File: src/rtl/idli_decq_m.sv
// idli_decq_m: decode queue between the SQI fetch path and the decoder.
// Serial slices are assembled into WORD_W-bit words, tagged as instruction
// or trailing immediate, and buffered in a DEPTH-entry FIFO that the decoder
// drains with a valid/ready handshake. Flush discards queued and partial words.
//
// Optional feature macro: IDLI_DECQ_BYPASS_EN
//   defined   - a word completing into an empty queue is presented in the
//               same cycle as its final slice (consumed without a write if
//               the decoder is ready).
//   undefined - outputs come from queue storage only; one cycle of latency.
//
// Tag state machine
//   state    | meaning
//   EXP_INSN | next completed word is an instruction
//   EXP_IMM  | next completed word is the immediate of the previous instruction

module idli_decq_m #(
    parameter int DEPTH   = 2,
    parameter int SLICE_W = 4,
    parameter int WORD_W  = 16
) (
    input  logic                         i_dq_gck,
    input  logic                         i_dq_rst_n,
    input  logic [SLICE_W-1:0]           i_dq_slice,
    input  logic                         i_dq_slice_vld,
    output logic                         o_dq_slice_rdy,
    input  logic                         i_dq_flush,
    output logic                         o_dq_vld,
    input  logic                         i_dq_rdy,
    output logic [WORD_W-1:0]            o_dq_enc,
    output logic                         o_dq_imm,
    output logic                         o_dq_has_imm,
    output logic [$clog2(DEPTH+1)-1:0]   o_dq_count
);

    localparam int NSLICE = WORD_W / SLICE_W;
    localparam int SHW    = WORD_W - SLICE_W;
    localparam int PW     = $clog2(DEPTH);
    localparam int CW     = $clog2(DEPTH + 1);
    localparam int SW     = (NSLICE > 1) ? $clog2(NSLICE) : 1;
    localparam logic [SW-1:0] SCTR_LAST = SW'(NSLICE - 1);
    localparam logic [CW-1:0] CNT_FULL  = CW'(DEPTH);

    typedef enum logic {
        EXP_INSN = 1'b0,
        EXP_IMM  = 1'b1
    } tag_state_t;

    tag_state_t          r_state;
    tag_state_t          w_state_nxt;
    logic [SW-1:0]       r_sctr;
    logic [SHW-1:0]      r_shift;
    logic [CW-1:0]       r_wptr;
    logic [CW-1:0]       r_rptr;
    logic [WORD_W-1:0]   r_mem_enc  [DEPTH];
    logic                r_mem_imm  [DEPTH];
    logic                r_mem_himm [DEPTH];

    logic [CW-1:0]       w_count;
    logic                w_nempty;
    logic                w_full;
    logic                w_qpop;
    logic                w_pop;
    logic                w_slice_rdy;
    logic                w_slice_acc;
    logic                w_final;
    logic                w_push;
    logic                w_byp_take;
    logic [WORD_W-1:0]   w_word;
    logic [3:0]          w_op4;
    logic                w_opc_noimm;
    logic                w_tag_imm;
    logic                w_tag_himm;

    assign w_count  = r_wptr - r_rptr;
    assign w_nempty = (w_count != '0);
    assign w_full   = (w_count == CNT_FULL);
    // Queue pop only; bypass consumption never frees a slot, so it stays out
    // of the slice-ready path and avoids a combinational loop.
    assign w_qpop   = w_nempty && i_dq_rdy;
    assign w_pop    = w_qpop && !i_dq_flush;

    assign w_slice_rdy = !i_dq_flush && ((r_sctr != SCTR_LAST) || !w_full || w_qpop);
    assign w_slice_acc = i_dq_slice_vld && w_slice_rdy;
    assign w_final     = w_slice_acc && (r_sctr == SCTR_LAST);
    assign w_word      = {r_shift, i_dq_slice};

    // Opcodes 100x, 1101 and 1010 never carry a trailing immediate.
    assign w_op4       = w_word[WORD_W-1 -: 4];
    assign w_opc_noimm = (w_op4[3:1] == 3'b100) || (w_op4 == 4'b1101) || (w_op4 == 4'b1010);

    assign o_dq_slice_rdy = w_slice_rdy;
    assign o_dq_count     = w_count;

`ifdef IDLI_DECQ_BYPASS_EN
    logic w_byp_vld;
    assign w_byp_vld    = !w_nempty && w_final;
    assign w_byp_take   = w_byp_vld && i_dq_rdy;
    assign o_dq_vld     = w_nempty || w_byp_vld;
    assign o_dq_enc     = w_byp_vld ? w_word     : r_mem_enc[r_rptr[PW-1:0]];
    assign o_dq_imm     = w_byp_vld ? w_tag_imm  : r_mem_imm[r_rptr[PW-1:0]];
    assign o_dq_has_imm = w_byp_vld ? w_tag_himm : r_mem_himm[r_rptr[PW-1:0]];
`else
    assign w_byp_take   = 1'b0;
    assign o_dq_vld     = w_nempty;
    assign o_dq_enc     = r_mem_enc[r_rptr[PW-1:0]];
    assign o_dq_imm     = r_mem_imm[r_rptr[PW-1:0]];
    assign o_dq_has_imm = r_mem_himm[r_rptr[PW-1:0]];
`endif

    assign w_push = w_final && !w_byp_take;

    // Tag state register.
    always_ff @(posedge i_dq_gck) begin
        if (!i_dq_rst_n) begin
            r_state <= EXP_INSN;
        end else begin
            r_state <= w_state_nxt;
        end
    end

    // Tag next-state and the live tags of the word completing this cycle.
    always_comb begin
        w_state_nxt = r_state;
        w_tag_imm   = 1'b0;
        w_tag_himm  = 1'b0;
        case (r_state)
            EXP_INSN: begin
                w_tag_himm = (&i_dq_slice) && !w_opc_noimm;
                if (w_final && w_tag_himm) begin
                    w_state_nxt = EXP_IMM;
                end
            end
            EXP_IMM: begin
                w_tag_imm = 1'b1;
                if (w_final) begin
                    w_state_nxt = EXP_INSN;
                end
            end
        endcase
        if (i_dq_flush) begin
            w_state_nxt = EXP_INSN;
        end
    end

    // Slice assembly, queue storage and pointers.
    always_ff @(posedge i_dq_gck) begin
        if (!i_dq_rst_n) begin
            r_sctr  <= '0;
            r_shift <= '0;
            r_wptr  <= '0;
            r_rptr  <= '0;
            for (int i = 0; i < DEPTH; i++) begin
                r_mem_enc[i]  <= '0;
                r_mem_imm[i]  <= 1'b0;
                r_mem_himm[i] <= 1'b0;
            end
        end else if (i_dq_flush) begin
            r_sctr  <= '0;
            r_shift <= '0;
            r_wptr  <= '0;
            r_rptr  <= '0;
        end else begin
            if (w_slice_acc) begin
                r_sctr  <= (r_sctr == SCTR_LAST) ? '0 : r_sctr + 1'b1;
                r_shift <= w_word[SHW-1:0];
            end
            if (w_push) begin
                r_mem_enc[r_wptr[PW-1:0]]  <= w_word;
                r_mem_imm[r_wptr[PW-1:0]]  <= w_tag_imm;
                r_mem_himm[r_wptr[PW-1:0]] <= w_tag_himm;
                r_wptr <= r_wptr + 1'b1;
            end
            if (w_pop) begin
                r_rptr <= r_rptr + 1'b1;
            end
        end
    end

endmodule

File: config.mk
export PLATFORM = sky130hd
export DESIGN_NAME = idli_decq_m
export DESIGN_NICKNAME = d
export VERILOG_FILES = /design/src/rtl/idli_decq_m.sv
export SDC_FILE = /design/constraint.sdc
export NUM_CORES = 1
export LEC_CHECK = 0
export ABC_AREA = 1
export ABC_CLOCK_PERIOD_IN_PS = 3950
export CAP_MARGIN = 40
export CORE_MARGIN = 1.5
export CORE_UTILIZATION = 28
export CTS_BUF_LIST = sky130_fd_sc_hd__clkbuf_4 sky130_fd_sc_hd__clkbuf_8
export DETAILED_ROUTE_END_ITERATION = 8
export MAX_ROUTING_LAYER = met4
export PLACE_DENSITY_LB_ADDON = 0.3
export SLEW_MARGIN = 30
export SYNTH_ARGS = -nofsm -noshare
export SYNTH_HDL_FRONTEND = slang
export SYNTH_SLANG_ARGS = --single-unit
export TNS_END_PERCENT = 1
File: constraint.sdc
create_clock -name i_dq_gck -period 3.95 [get_ports i_dq_gck]
set_input_delay 0.79 -clock i_dq_gck [delete_from_list [all_inputs] [get_ports i_dq_gck]]
set_output_delay 0.79 -clock i_dq_gck [all_outputs]
set_load 0.1 [all_outputs]
Word-level counts from Yosys, hierarchy flattened
Memories as Yosys holds them, arrays and structs flattened. A register that Yosys moved wholly into a read port is not among the register bits.
Cells that the tools add are included.

storage, ports and cells
  register bits = 19
  word-level logic and storage cells = 66
  output and inout port bits = 22
  input port bits = 9
  RAM bits = 36
  memories kept = 3

memories
  memory      depth  width  read ports  clocked after Yosys merged registers in  write ports  line  RTL
  r_mem_enc   2      16     1           1                                        2            55    logic [WORD_W-1:0] r_mem_enc [DEPTH];
  r_mem_himm  2      1      1           1                                        2            57    logic r_mem_himm [DEPTH];
  r_mem_imm   2      1      1           1                                        2            56    logic r_mem_imm [DEPTH];

cells by class
  muxes and demuxes = 26
  reductions and logical operators = 20
  bitwise logic cells = 2
  add/subtract/negate cells = 4
  equal/unequal tests = 6

operator list
  cell                                                           count
  1-bit 2-to-1 mux                                               23
  16-bit 2-to-1 mux                                              1
  16-bit OR reduction                                            1
  4-bit equality test, second input constant                     2
  1-bit logical AND                                              7
  2-bit by 1-bit adder with 2-bit output, second input constant  3
  2-bit equality test, second input constant                     2
  1-bit logical OR                                               4
  4-bit AND reduction                                            1
  3-bit equality test, second input constant                     1
  1-bit zero test                                                3
  2-bit 2-to-1 mux                                               1
  2-bit inequality test, second input constant                   1
  1-bit NOT                                                      2
  1-bit one-hot mux with 2 select lines                          1
  2-bit nonzero test                                             1
  1-bit OR reduction                                             2
  2-bit OR reduction                                             1
  2-bit subtractor                                               1

Logic depth before layout (Yosys ltp)
Gate-level depths: netlist (run 1).

  word-level depth = 14
  depth in mapped cells = 12
  gate-level depth less buffers = 12

Worst setup path after synthesis (run 1)
OpenSTA, ideal clock, no wires.

  path type = flip-flop to output port
  from = register r_wptr[0]
  to = output o_dq_slice_rdy
  setup slack = 1,509 ps
  arrival time = 1,651 ps
  data required time = 3,160 ps
  stages on the path, launching flop included = 10
  cell sequence = dfxtp_1 inv_1 ha_1 inv_1 nand2_1 nand2_1 nand2_2 nand3_2 nand2_1 inv_1

on the way
  longest elaborated chain between the ends = 6
  elaborated cells between the ends (all ways) = 8
  those cells by class = add/sub: 1; eq/ne: 1; reduce/logical: 6

ends and longest elaborated chain
  item                    line  RTL
  start, declared         53    logic [CW-1:0] r_wptr;
  start signal, assigned  172   r_wptr <= r_wptr + 1'b1;
  2-bit subtractor *      75    assign w_count = r_wptr - r_rptr;
  2-bit equality test     77    assign w_full = (w_count == CNT_FULL);
  1-bit zero test         83    assign w_slice_rdy = !i_dq_flush && ((r_sctr != SCTR_LAST) || !w_full || w_qpop);
  1-bit logical OR        83
  1-bit logical OR *      83
  1-bit logical AND *     83
  end, declared           26    output logic o_dq_slice_rdy,

Mark *: on every way between the ends. The rest lies on a longest branch, timed or not.

Worst setup path in the final report (run 1)
  from = input i_dq_rdy
  to = output o_dq_slice_rdy

on the way
  longest elaborated chain between the ends = 3

ends and longest elaborated chain
  item               line  RTL
  start, declared    29    input logic i_dq_rdy,
  1-bit logical AND  80    assign w_qpop = w_nempty && i_dq_rdy;
  1-bit logical OR   83
  1-bit logical AND  83

No other way between the ends.

==> results of run 1 <==
## registers in the layout (all words and copies together), names as in the netlist, named ones only
register and count:
r_mem_enc 32, r_shift 12, r_mem_himm 2, r_mem_imm 2
r_rptr 2, r_sctr 2, r_wptr 2, r_state 1
## layer usage
layer | track usage, % | wire length [µm]
met4 | 4.710 | 80
met2 | 17.95 | 2189
met1 | 12.03 | 2052
met5 | - | 0
met3 | 2.347 | 136
## report_power, final
| group | switching (mW) | internal, mW |
|---|---|---|
| Clock | 0.197 | 0.130 |
| Sequential | 0.00431 | 0.629 |
| Combinational | 0.0821 | 0.0257 |
| Total | 0.283 | 0.785 |
## synth_stat cells (2+ instances only)
master | count | area, µm²
o21ai_0 | 12 | 60.06
nand3_1 | 7 | 35.03
nor2_2 | 19 | 118.9
dfxtp_1 | 24 | 480.5
nor2_4 | 2 | 22.52
nand3_2 | 3 | 30.03
buf_6 | 2 | 22.52
clkbuf_1 | 2 | 7.510
a21oi_1 | 18 | 90.09
buf_2 | 4 | 20.02
edfxtp_1 | 32 | 960.9
nor2_1 | 22 | 82.58
o21ai_1 | 3 | 15.01
nand2_1 | 28 | 105.1
mux2_2 | 18 | 202.7
inv_1 | 28 | 105.1
ha_1 | 2 | 25.02
## final cells by class
type                            count  area, µm²  share of cell area (%)
Sequential cell                    56       1441                   49.85
Inverter                           29      108.9                   3.765
Clock buffer                        5      68.82                   2.380
Clock inverter                      3      25.02                  0.8654
Timing Repair Buffer               32      267.8                   9.260
Tap cell                          105      131.4                   4.543
Multi-Input combinational cell    140      848.3                   29.34
## worst max-delay path: cells and delay by family
kind,cells,cell delay [ns]
buf+inv,3,0.87
simple gates,3,0.24
## cells by family after synthesis
kind of cell	synth area share [%]
simple gates	17.94
flops	58.87
buf+inv	6.489
compound gates	7.052
mux	8.278
fa+ha+maj	1.022
xor+xnor	0.3578
## worst max path at each step
| stage | from | end | slack (ns) | cells after the start |
|---|---|---|---|---|
| after detailed placement | i_dq_rst_n | r_mem_enc[0][6] | 0.88 | 5 |
| after global routing | r_wptr[0] | r_mem_enc[0][2] | 1.06 | 9 |
| final | i_dq_rdy | o_dq_slice_rdy | 1.26 | 6 |
| after floorplan | r_wptr[0] | o_dq_slice_rdy | 1.51 | 9 |
| after CTS | i_dq_rst_n | r_mem_enc[0][2] | 1.23 | 5 |
| after global placement | i_dq_rst_n | r_mem_enc[0][14] | 0.95 | 5 |
## layout by cell type (no fill, tap or decap), types with 8 or more instances in the layout
cell type	n
edfxtp_1	32
inv_1	28
nand2_1	28
dfxtp_1	24
buf_4	23
nor2_1	22
nor2_2	19
mux2_2	18
a21oi_1	18
o21ai_0	12
clkdlybuf4s50_1	8
## metrics by stage
stage	total power, mW	instances
floorplan	0.7257	233
global placement	0.7551	361
detailed placement	0.7560	362
CTS	1.082	370
global route	1.108	370
finish	1.068	370
==> key figures, run 1 <==
Worst setup path
  – CP Data Arrival Time: 1.90 ns
  – CP max-delay cell: clkdlybuf4s50_1
  – Reg2reg setup slack: 1.32 ns
  – CP Data Required Time: about 3.2 ns
  – Reg2reg start: r_wptr[0]
  – Critical Path Max Stage Delay: a little under 0.5 ns
  – Worst-case reg-to-reg path depth: 9
  – WS Path Type: input pin to output pin
  – Setup crit end kind: output pin
  – R2r endpoint: r_mem_enc[0][2]
  – Worst-path fanout max: 3
  – CP cell instances: clkdlybuf4s50_1, nor2_1, nand3_2, nand2_1, inv_1, buf_4
  – Startpoint types: input pin

Timing
  – Worst Skew: between 0.01 and 0.015 ns
  – Pins Over Slew Limit: 0
  – Worst-Margin Slew: between 0.7 and 0.8 ns
  – RSZ-0062 raised after global routing: false
  – Final Hold Violating Endpoints: 0
  – Final TNS setup: 0 ns
  – Final setup viols: 0
  – Tmin final: 2.695 ns
  – Hold WS: between 0.4 and 0.5 ns
  – Slew HR: between 50% and 60%
  – Setup ws final: 1.255 ns
  – Post-route clock period utilization: roughly 70%
  – Fmax: around 370 MHz

Clock tree
  – CTS hold repair buffers: 0
  – Clock root buffer master: clkbuf_8
  – CTS tree: built
  – CTS Buf Count: 5
  – Post-CTS sizing: 0
  – Clock slew at reported path FFs: around 0.09 ns
  – Post-CTS setup buffer count: 0
  – H-tree levels: 2
  – Maximum clock insertion buffer count: 2
  – CTS Sinks: 56
  – Clk Latency, worst-skew pair: between 0.3 and 0.4 ns

Placement
  – Port-buffer cells: 30
  – HPWL after DPL: ~3.1 mm
  – Area post-placement: roughly 0.0028 mm²
  – Gp weighted congestion: around 0.76
  – Pre-CTS setup slack: 0.8806 ns

Logic synthesis
  – Mean Syn Cell Area: between 10 and 15 µm²
  – Number of synthesized flops with an enable pin: 32
  – Register area share after synthesis: 58.87%
  – Syn Nets: about 240
  – Synthesis Warnings: 0
  – Top_reg_cell synth: edfxtp_1
  – Ys async rst share: 0%
  – Syn Inst Count: around 230
  – Synth unique cells: 24
  – Yosys reg bits: 56
  – Cell area after synthesis: around 0.0024 mm²

GRT
  – First-pass GRT wire length: between 7 and 8 mm
  – Largest net degree at the start of global routing: 28
  – Vias in the first global route: 1496
  – Grt ovf: 0
  – Initial antenna violation count: 0
  – Gr usage total: between 10% and 20%

Finish
  – Filler Cell Count: 853
  – # diodes: 0
  – Finished layout cell area: just under 0.003 mm²
  – Layout area overhead: 18.09%
  – Final core utilization: 34.67%
  – Post-layout net count: around 280
  – Share of cells above drive strength 1: between 20% and 30%

Min path
  – Beginning of the worst hold path: r_mem_himm[0]
  – HP Class: register to register
  – Depth of the worst hold-timing path: 2
  – WHS Endpoint: r_mem_himm[0]

Routing
  – DR DRC count: 0
  – First-pass DRT Iterations: 4
  – Routed WL: approximately 4.5 mm
  – Routed Antenna Nets: 0
  – Via Count: around 1600
  – Vias/cell: approximately 4.3
  – Per-cell routed wire length: ~12 µm
  – Starting DRT DRC Count: just under 70

Floorplan
  – Die Span Y: just under 100 µm
  – Std-Cell Rows: 33
  – Core footprint: 0.008341 mm²
  – Die X: approximately 97 µm
  – Die Area: around 0.0093 mm²
  – Initial core utilization: 29.36%
  – I/O Pins: 31

Power and ir drop
  – Pleak: around 1.1 nW
  – Worst vdd ir: 0.0001315 V
  – Pwr dens: 369.3 mW/mm²

Run
  – Max-Cap Viols: 0

Run status
  – Outcome: finished clean
Note: power is estimated with default switching activity, not from simulation.
==> run 2, diff against run 1 <==
Settings changed: ABC_CLOCK_PERIOD_IN_PS 3950 to 2550.
Clock period 3.95 ns to 2.55 ns, I/O delays scaled along.
==> run 2 against run 1 <==
  * Register-to-register slack got worse by 0.83 ns
  * Count of clock-buffer cells in the layout unchanged
  * Combinational power rose by 86%
  * Critical path depth up 2
  * Largest power group unchanged
  * Routed wire length is 4.2% lower
  * Worst setup slack got worse by 1.0 ns
==> key figures, run 2 (synthesized netlist as in run 1, its figures left out) <==
Clock tree
  – Post-CTS sizing: 0 (unchanged)
  – CTS hold repair buffers: 0 (unchanged)
  – Maximum clock insertion buffer count: 2 (unchanged)
  – Clock slew at reported path FFs: 0.10 ns (about the same)
  – Clk Latency, worst-skew pair: 0.30 ns (-0.02 ns)
  – Clock root buffer master: clkbuf_8
  – CTS Sinks: 56 (unchanged)
  – CTS tree: built
  – H-tree levels: 2 (unchanged)
  – CTS Buf Count: 5 (unchanged)
  – Post-CTS setup buffer count: 0 (unchanged)

Finish
  – Biggest register: r_mem_enc
  – Final core utilization: 38.21% (+3.5 points)
  – Max reg flops: 32 (unchanged)
  – Layout area overhead: 30.15%
  – # diodes: 0 (unchanged)
  – Highest-count cells in the layout ignoring fill and taps: edfxtp_1 (32), inv_1 (28), nand2_1 (28)
  – Most common cell after layout, fill and taps aside: edfxtp_1
  – Largest regs: r_mem_enc: 32 flops, r_shift: 12 flops
  – Post-layout net count: 279 (+1.5%)
  – Share of cells above drive strength 1: 30.48% (+1.0 points)

Worst setup path
  – Startpoint types: register
  – Crit path buffers/inverters: 3 (unchanged)
  – CP Data Arrival Time: 1.80 ns (-0.10 ns)
  – Setup crit end kind: output pin
  – Critical Path Max Stage Delay: 0.37 ns (-0.12 ns)
  – CP max-delay cell: dfxtp_1
  – WS Path Type: register to output pin
  – Worst-path fanout max: 4 (+1)
  – CP cell instances: inv_1, ha_1, nand2_1, nor2_1, nand3_2, nand2_1, inv_1, buf_12
  – CP Data Required Time: 2.04 ns (-1.12 ns)
  – CP delay by family, top: simple AND/OR/NAND/NOR gates

GRT
  – First-pass GRT wire length: 7.334 mm (+3.3%)
  – Vias in the first global route: 1563 (+4.5%)
  – Initial antenna violation count: 0 (unchanged)
  – Gr usage total: 10.62% (about the same)
  – Largest net degree at the start of global routing: 27 (-3.6%)
  – Grt ovf: 0 (unchanged)

Timing
  – Final setup viols: 0 (unchanged)
  – RSZ-0062 raised after global routing: false
  – Setup ws final: 0.2385 ns (-1.017 ns)
  – Tmin final: roughly 2.3 ns
  – Fmax: about 430 MHz
  – Pins Over Slew Limit: 0 (unchanged)
  – Final Hold Violating Endpoints: 0 (unchanged)
  – Slew HR: 70.44% (+20 points)
  – Worst Skew: 0.008218 ns (-0.003270 ns)
  – Worst-Margin Slew: 0.4408 ns (-0.3035 ns)
  – Post-route clock period utilization: roughly 91%
  – Final TNS setup: 0 ns (unchanged)

Min path
  – HP Class: register to register

Power and ir drop
  – P_int: 1.241 mW (+58%)
  – Flop pwr share: 59.1% (-0.2 points)
  – Sw frac: 25.34% (-1.2 points)
  – Worst vdd ir: 0.0002496 V (+90%)
  – Pwr dens: 521.4 mW/mm² (+41%)
  – Combinational power share: 12.1% (+2.0 points)
  – Clock Power Share: 28.8% (-1.8 points)
  – Switching pwr: 0.4210 mW (+49%)
  – Pleak: 1.199 nW (+9.3%)

Floorplan
  – Die X: 96.52 µm (unchanged)
  – Std-Cell Rows: 33 (unchanged)
  – Core footprint: 0.008341 mm² (unchanged)
  – Initial core utilization: 29.36% (unchanged)
  – Die Span Y: 96.52 µm (unchanged)
  – Die Area: 0.009315 mm² (unchanged)
  – I/O Pins: 31 (unchanged)

Run status
  – Outcome: finished clean

Routing
  – DR DRC count: 0 (unchanged)
  – Vias/cell: 4.166 (-4.0%)
  – Starting DRT DRC Count: 69 (unchanged)
  – Per-cell routed wire length: 11.42 µm (-5.2%)
  – Routed WL: 4.272 mm (-4.2%)
  – First-pass DRT Iterations: 4 (unchanged)
  – Via Count: 1558 (-3.0%)
  – Routed Antenna Nets: 0 (unchanged)

Placement
  – Port-buffer cells: 30 (unchanged)
  – HPWL after DPL: 3.200 mm (+1.6%)
  – Gp weighted congestion: 0.7263 (-4.6%)
  – Pre-CTS setup slack: 0.3498 ns (-0.5307 ns)

Run
  – Max-Cap Viols: 0 (unchanged)
-- run 2: changes by cell type in the layout (fill, tap and decap cells not counted), sizes merged --
cell      delta
clkinvlp     -1
inv          -1
clkinv       +2
buf          +4
-- run 2: worst min-delay path, cell delays in order (launching register included) --
cell	delay [ns]
dfxtp_1	0.32
nand2_1	0.06
a21oi_1	0.06
-- run 2: path summary, 6_finish.rpt --
check	start	slack, ns	depth (start not counted)	to
worst min register to register	r_sctr[1]	0.47	2	r_sctr[1]
worst max register to register	r_wptr[0]	0.49	12	r_mem_enc[0][11]
worst min-delay path	r_sctr[1]	0.47	2	r_sctr[1]
worst max-delay path	r_wptr[0]	0.24	8	o_dq_slice_rdy
-- run 2: cell type report --
cell class / instances / area (µm²)
Multi-Input combinational cell: 140 / 848.3
Sequential cell: 56 / 1441
Tap cell: 105 / 131.4
Fill cell: 826 / 5154
Clock inverter: 3 / 22.52
Timing Repair Buffer: 36 / 565.5
Clock buffer: 5 / 68.82
Inverter: 29 / 108.9
-- run 2: metal layers --
| layer | vias to the layer above | wire, µm | global-route usage, % |
|---|---|---|---|
| li1 | 839 | - | - |
| met1 | 697 | 2008 | 13.47 |
| met2 | 20 | 2130 | 17.48 |
| met3 | 2 | 110 | 2.582 |
| met4 | 0 | 23 | 1.812 |
| met5 | - | 0 | - |
-- run 2: power by group through the flow --
| stage | logic (mW) | registers [mW] | clock network (mW) |
|---|---|---|---|
| after CTS | 0.204 | 0.982 | 0.500 |
| after global routing | 0.215 | 0.984 | 0.541 |
| final | 0.201 | 0.981 | 0.479 |
| after detailed placement | 0.203 | 1.00 | 0 |
| after floorplan | 0.124 | 1.00 | 0 |
| after global placement | 0.203 | 1.00 | 0 |
-- run 2: through the flow --
stage | power (mW) | instance area [µm²] | instances | hold WS, ns
after global placement | 1.204 | 3095 | 366 | 0.4635
after detailed placement | 1.206 | 3095 | 366 | 0.4589
after CTS | 1.686 | 3187 | 374 | 0.4768
after floorplan | 1.124 | 2449 | 233 | 0.4404
final | 1.662 | 3187 | 374 | 0.4735
after global routing | 1.739 | 3187 | 374 | 0.5145
==> run 3, diff against run 2 <==
Settings changed: GPL_TIMING_DRIVEN set to 0.
==> run 3 against run 2 <==
  * Utilization rose by 1.6 points
  * Worst setup slack got worse by 0.14 ns
  * Routed wire length rose by 14%
  * Sequential power barely moved
  * Worst hold slack got worse by 0.00083 ns
  * Flip-flop and latch count did not move
  * Total power rose by 0.94%
==> key figures, run 3 (synthesized netlist as in run 1, its figures left out) <==
Clock tree
  – CTS hold repair buffers: 0 (unchanged)
  – CTS Buf Count: 5 (unchanged)
  – H-tree levels: 2 (unchanged)
  – Post-CTS setup buffer count: 0 (unchanged)
  – Maximum clock insertion buffer count: 2 (unchanged)
  – Clock slew at reported path FFs: 0.10 ns (about the same)
  – CTS Sinks: 56 (unchanged)
  – Clock root buffer master: clkbuf_8
  – Clk Latency, worst-skew pair: 0.31 ns (about the same)
  – Post-CTS sizing: 11 (+11)
  – CTS tree: built

Placement
  – HPWL after DPL: 3.545 mm (+11%)
  – Pre-CTS setup slack: -0.2721 ns (-0.6220 ns)
  – Gp weighted congestion: 0.7856 (+8.2%)
  – Cells after DPL: 390 (+6.6%)
  – Port-buffer cells: 30 (unchanged)
  – Area post-placement: 0.003211 mm² (+3.7%)

Timing
  – Post-route clock period utilization: 96.16% (+5.5 points)
  – Worst-Margin Slew: 0.4744 ns (+0.03359 ns)
  – Final Hold Violating Endpoints: 0 (unchanged)
  – Final setup viols: 0 (unchanged)
  – RSZ-0062 raised after global routing: false
  – Worst Skew: 0.008262 ns (+0.00004449 ns)
  – Tmin final: 2.452 ns (+0.1405 ns)
  – Setup ws final: 0.09797 ns (-0.1405 ns)
  – Pins Over Slew Limit: 0 (unchanged)
  – Slew HR: 68.18% (-2.3 points)
  – Final TNS setup: 0 ns (unchanged)
  – Hold WS: 0.4727 ns (-0.0008280 ns)
  – Fmax: 407.8 MHz (-5.7%)

Floorplan
  – Initial core utilization: 29.36% (unchanged)
  – Core footprint: 0.008341 mm² (unchanged)
  – I/O Pins: 31 (unchanged)
  – Die Span Y: 96.52 µm (unchanged)
  – Std-Cell Rows: 33 (unchanged)
  – Die Area: 0.009315 mm² (unchanged)
  – Die X: 96.52 µm (unchanged)

GRT
  – Largest net degree at the start of global routing: 19 (-30%)
  – First-pass GRT wire length: 7.962 mm (+8.6%)
  – Vias in the first global route: 1687 (+7.9%)
  – Gr usage total: 11.74% (+1.1 points)
  – Grt ovf: 0 (unchanged)
  – Initial antenna violation count: 0 (unchanged)

Routing
  – DR DRC count: 0 (unchanged)
  – Via Count: 1697 (+8.9%)
  – Vias/cell: 4.285 (+2.9%)
  – Per-cell routed wire length: 12.33 µm (+8.0%)
  – Routed Antenna Nets: 0 (unchanged)
  – Routed WL: 4.884 mm (+14%)
  – First-pass DRT Iterations: 4 (unchanged)
  – Starting DRT DRC Count: 63 (-8.7%)

Power and ir drop
  – Design Power: 1.677 mW (+0.94%)
  – Switching pwr: 0.4353 mW (+3.4%)
  – Pleak: 1.258 nW (+5.0%)
  – P_int: 1.242 mW (+0.10%)
  – Sw frac: 25.96% (+0.62 points)
  – Pwr dens: 505.6 mW/mm² (-3.0%)
  – Combinational power share: 12.3% (+0.2 points)
  – Clock Power Share: 29.2% (+0.4 points)
  – Flop pwr share: 58.4% (-0.7 points)
  – Worst vdd ir: 0.0002463 V (-1.3%)

Worst setup path
  – Setup crit end kind: output pin
  – Critical Path Max Stage Delay: 0.46 ns (+0.09 ns)
  – Startpoint types: register
  – CP Data Arrival Time: 1.94 ns (+0.14 ns)
  – Reg2reg start: r_wptr[0]
  – Worst-path fanout max: 10 (+6)
  – CP Data Required Time: 2.04 ns (about the same)
  – WS Path Type: register to output pin
  – CP max-delay cell: clkdlybuf4s50_1
  – CP cell instances: buf_6, mux2_2, clkdlybuf4s50_1, buf_8

Finish
  – Share of cells above drive strength 1: 29.90% (-0.59 points)
  – Layout area overhead: 35.46%
  – # diodes: 0 (unchanged)
  – Biggest register: r_mem_enc
  – Most common cell after layout, fill and taps aside: edfxtp_1
  – Finished layout cell area: 0.003317 mm² (+4.1%)
  – Largest regs: r_mem_enc: 32 flops, r_shift: 12 flops
  – Highest-count cells in the layout ignoring fill and taps: edfxtp_1 (32), inv_1 (27), clkdlybuf4s50_1 (27)
  – Final core utilization: 39.77% (+1.6 points)
  – Post-layout net count: 301 (+7.9%)
  – Max reg flops: 32 (unchanged)
  – Finished Layout Cells: 396 (+5.9%)

Run
  – Max-Cap Viols: 0 (unchanged)

Run status
  – Outcome: finished clean

Min path
  – HP Class: register to register
  – Beginning of the worst hold path: r_mem_himm[1]
run 3: cell types whose count changed in the layout (fill, tap and decap cells not counted), sizes merged:
cell / before / now
clkdlybuf4s50: 8 / 27
clkbuf: 5 / 6
dlygate4sd2: 0 / 2
run 3: final timing paths:
check | to | slack (ns) | depth (start not counted)
setup / recovery | o_dq_enc[3] | 0.1 | 4
hold / removal | r_mem_himm[1] | 0.47 | 2
setup reg to reg | r_mem_enc[0][13] | 0.23 | 12
hold reg to reg | r_mem_himm[1] | 0.47 | 2
run 3: worst max-delay path: cells and delay by family, from the launching register on:
family | cells | cell delay (ns)
mux | 1 | 0.35
buf+inv | 3 | 0.83
flops | 1 | 0.45
run 3: final cells by class:
type,count,area [µm²]
plain buffers,7,52.55
multi-input cells,140,853.3
fillers,841,5024
repair buffers,51,633.1
well taps,105,131.4
inverters,29,108.9
clock buffers,5,68.82
flip-flops and latches,56,1446
clock inverters,3,22.52
run 3: layer usage:
layer	vias up	GRT usage [%]	part of all wire, %
met5	-	-	0
met4	0	3.623	0.35
met3	2	2.113	2.3
li1	883	-	-
met1	793	13.81	45
met2	19	20.34	53
run 3: power groups by stage:
| stage | clock network, mW | logic (mW) | registers (mW) |
|---|---|---|---|
| 2_1_floorplan | 0 | 0.124 | 1.00 |
| 3_3_place_gp | 0 | 0.175 | 1.00 |
| 3_5_place_dp | 0 | 0.208 | 1.00 |
| 4_1_cts | 0.512 | 0.209 | 0.981 |
| 5_1_grt | 0.547 | 0.220 | 0.983 |
| 6_report | 0.490 | 0.207 | 0.980 |
==> edit (flow settings as in run 2) <==
Put a register stage on the output `o_dq_count`, without a reset. The value now appears one clock later. The other outputs are not delayed to match.
--- a/src/rtl/idli_decq_m.sv
+++ b/src/rtl/idli_decq_m.sv
@@ -92,3 +92,5 @@
     assign o_dq_slice_rdy = w_slice_rdy;
-    assign o_dq_count     = w_count;
+    always_ff @(posedge i_dq_gck) begin
+        o_dq_count <= w_count;
+    end
 
Formal check against the unedited RTL: not equivalent (a bounded check fails within 10 cycles, from zero or initial values).
==> edit against run 2 <==
Fmax is 2.2% lower; worst setup slack got worse by 51 ps; total power up 30%; sequential cell count is 2 higher; synthesized area is 0.72% higher; wire length increased by 10%; final area rose by 4.5%; largest cell class unchanged; largest power group unchanged.
==> edit: results (changes against run 2) <==
[cts]
cts_buffers = 9  ; was 5
path_clk_slew_ps = 70  ; was 100 ps
cts-htree-levels = 3  ; was 2

[worst_setup_path]
cp.arrival_ps = 1850  ; was 1800 ps
critPathTopFamily = buffers and inverters  ; was simple AND/OR/NAND/NOR gates

[drt]
vias = 1695  ; was 1,558
drt_iter0_drc = 65  ; was 69
avgViaCountPerCell = 4.36  ; was 4.17

[timing]
final.setup_skew_ps = 10.8  ; was 8.22 ps
tightest_slew_ps = 516  ; was 441 ps

[yosys]
syn_inst = 237  ; was 233
yosys-top-cells-area = edfxtp_1 39%, dfxtp_1 21%, mux2_2 8.2%  ; was edfxtp_1 39%, dfxtp_1 20%, mux2_2 8.3%
synth_nets = 248  ; was 244
synth_commonest_cells = 39 x nor2_1, 32 x edfxtp_1, 29 x nand2_1  ; was 32 x edfxtp_1, 28 x inv_1, 28 x nand2_1
synth.top_cell.area_share_pct = 39.0  ; was 39.2%
yosysSeqAreaShare_pct = 60.1  ; was 58.9%

[placement]
dp_cells = 373  ; was 366
pre_cts_slack_ps = 323  ; was 350 ps
place.gp.congestion = 0.807  ; was 0.726
dpl_cell_area_um2 = 3100  ; about the same
dpl.hpwl_mm = 3.25  ; was 3.20 mm

[outcome]
status = complete, no violations  ; unchanged

[global_route]
grt_pass1_vias = 1648  ; was 1,563
grt_pass1_wl_mm = 7.93  ; was 7.33 mm

[final_layout]
drive_above_1_share_pct = 26.7  ; was 30.5%

[power_and_ir_drop]
power_leakage_uw = 0.00128  ; was 0.00120 uW
ir_drop_mv = 0.301  ; was 0.250 mV

[edit: cells by family (layout without fill, tap and decap cells)]
family	count (synthesis)	after routing	share of synthesized area, %
DFF	58	58	60.1
AOI/OAI and AO/OA	34	34	7.00
buffers and inverters	35	79	6.14
xor gates and xnor gates	1	1	0.355
muxes	18	18	8.22
and+or+nand+nor	89	89	17.2
adders and majority gates	2	2	1.01
[edit: area by class of cell]
type | count | area, um^2
Clock buffer | 9 | 124
Multi-Input combinational cell | 144 | 833
Tap cell | 108 | 135
Inverter | 27 | 101
Clock inverter | 7 | 103
Fill cell | 837 | 5310
Sequential cell | 58 | 1480
Timing Repair Buffer | 36 | 553
[edit: through the flow]
step / hold WS [ps] / power [uW]
4_1_cts: 481 / 2190
5_1_grt: 512 / 2240
6_report: 475 / 2160
3_3_place_gp: 463 / 1240
3_5_place_dp: 471 / 1240
2_1_floorplan: 440 / 1150
[edit: final timing paths]
| kind | start | end | slack, ps | cells after the start |
|---|---|---|---|---|
| setup reg to reg | r_wptr[0] | r_mem_enc[0][13] | 430 | 12 |
| hold reg to reg | r_sctr[1] | r_sctr[1] | 470 | 2 |
| hold / removal | r_sctr[1] | r_sctr[1] | 470 | 2 |
| setup / recovery | r_wptr[0] | o_dq_slice_rdy | 190 | 10 |
[edit: worst reg2reg max path, stage by stage (launching register included)]
cell	delay [ps]
dfxtp_1	370
inv_1	120
ha_1	250
inv_1	110
nand2_2	70
nand2_1	80
nand2_2	60
nand3_4	80
nand4_4	150
nor2_4	170
inv_2	50
nand2_1	50
buf_4	240
[edit: metal layers]
layer,GRT usage (%),share of wire [%]
met5,-,0
met4,5.69,1.6
met3,3.11,3.9
met2,18.1,50
met1,12.6,45
[edit: power breakdown]
group | switching [uW] | internal [uW] | total [uW] | leakage (uW)
clock | 391 | 557 | 948 | 0.000110
sequential | 6.84 | 1010 | 1010 | 0.000540
combinational | 133 | 70.6 | 204 | 0.000626
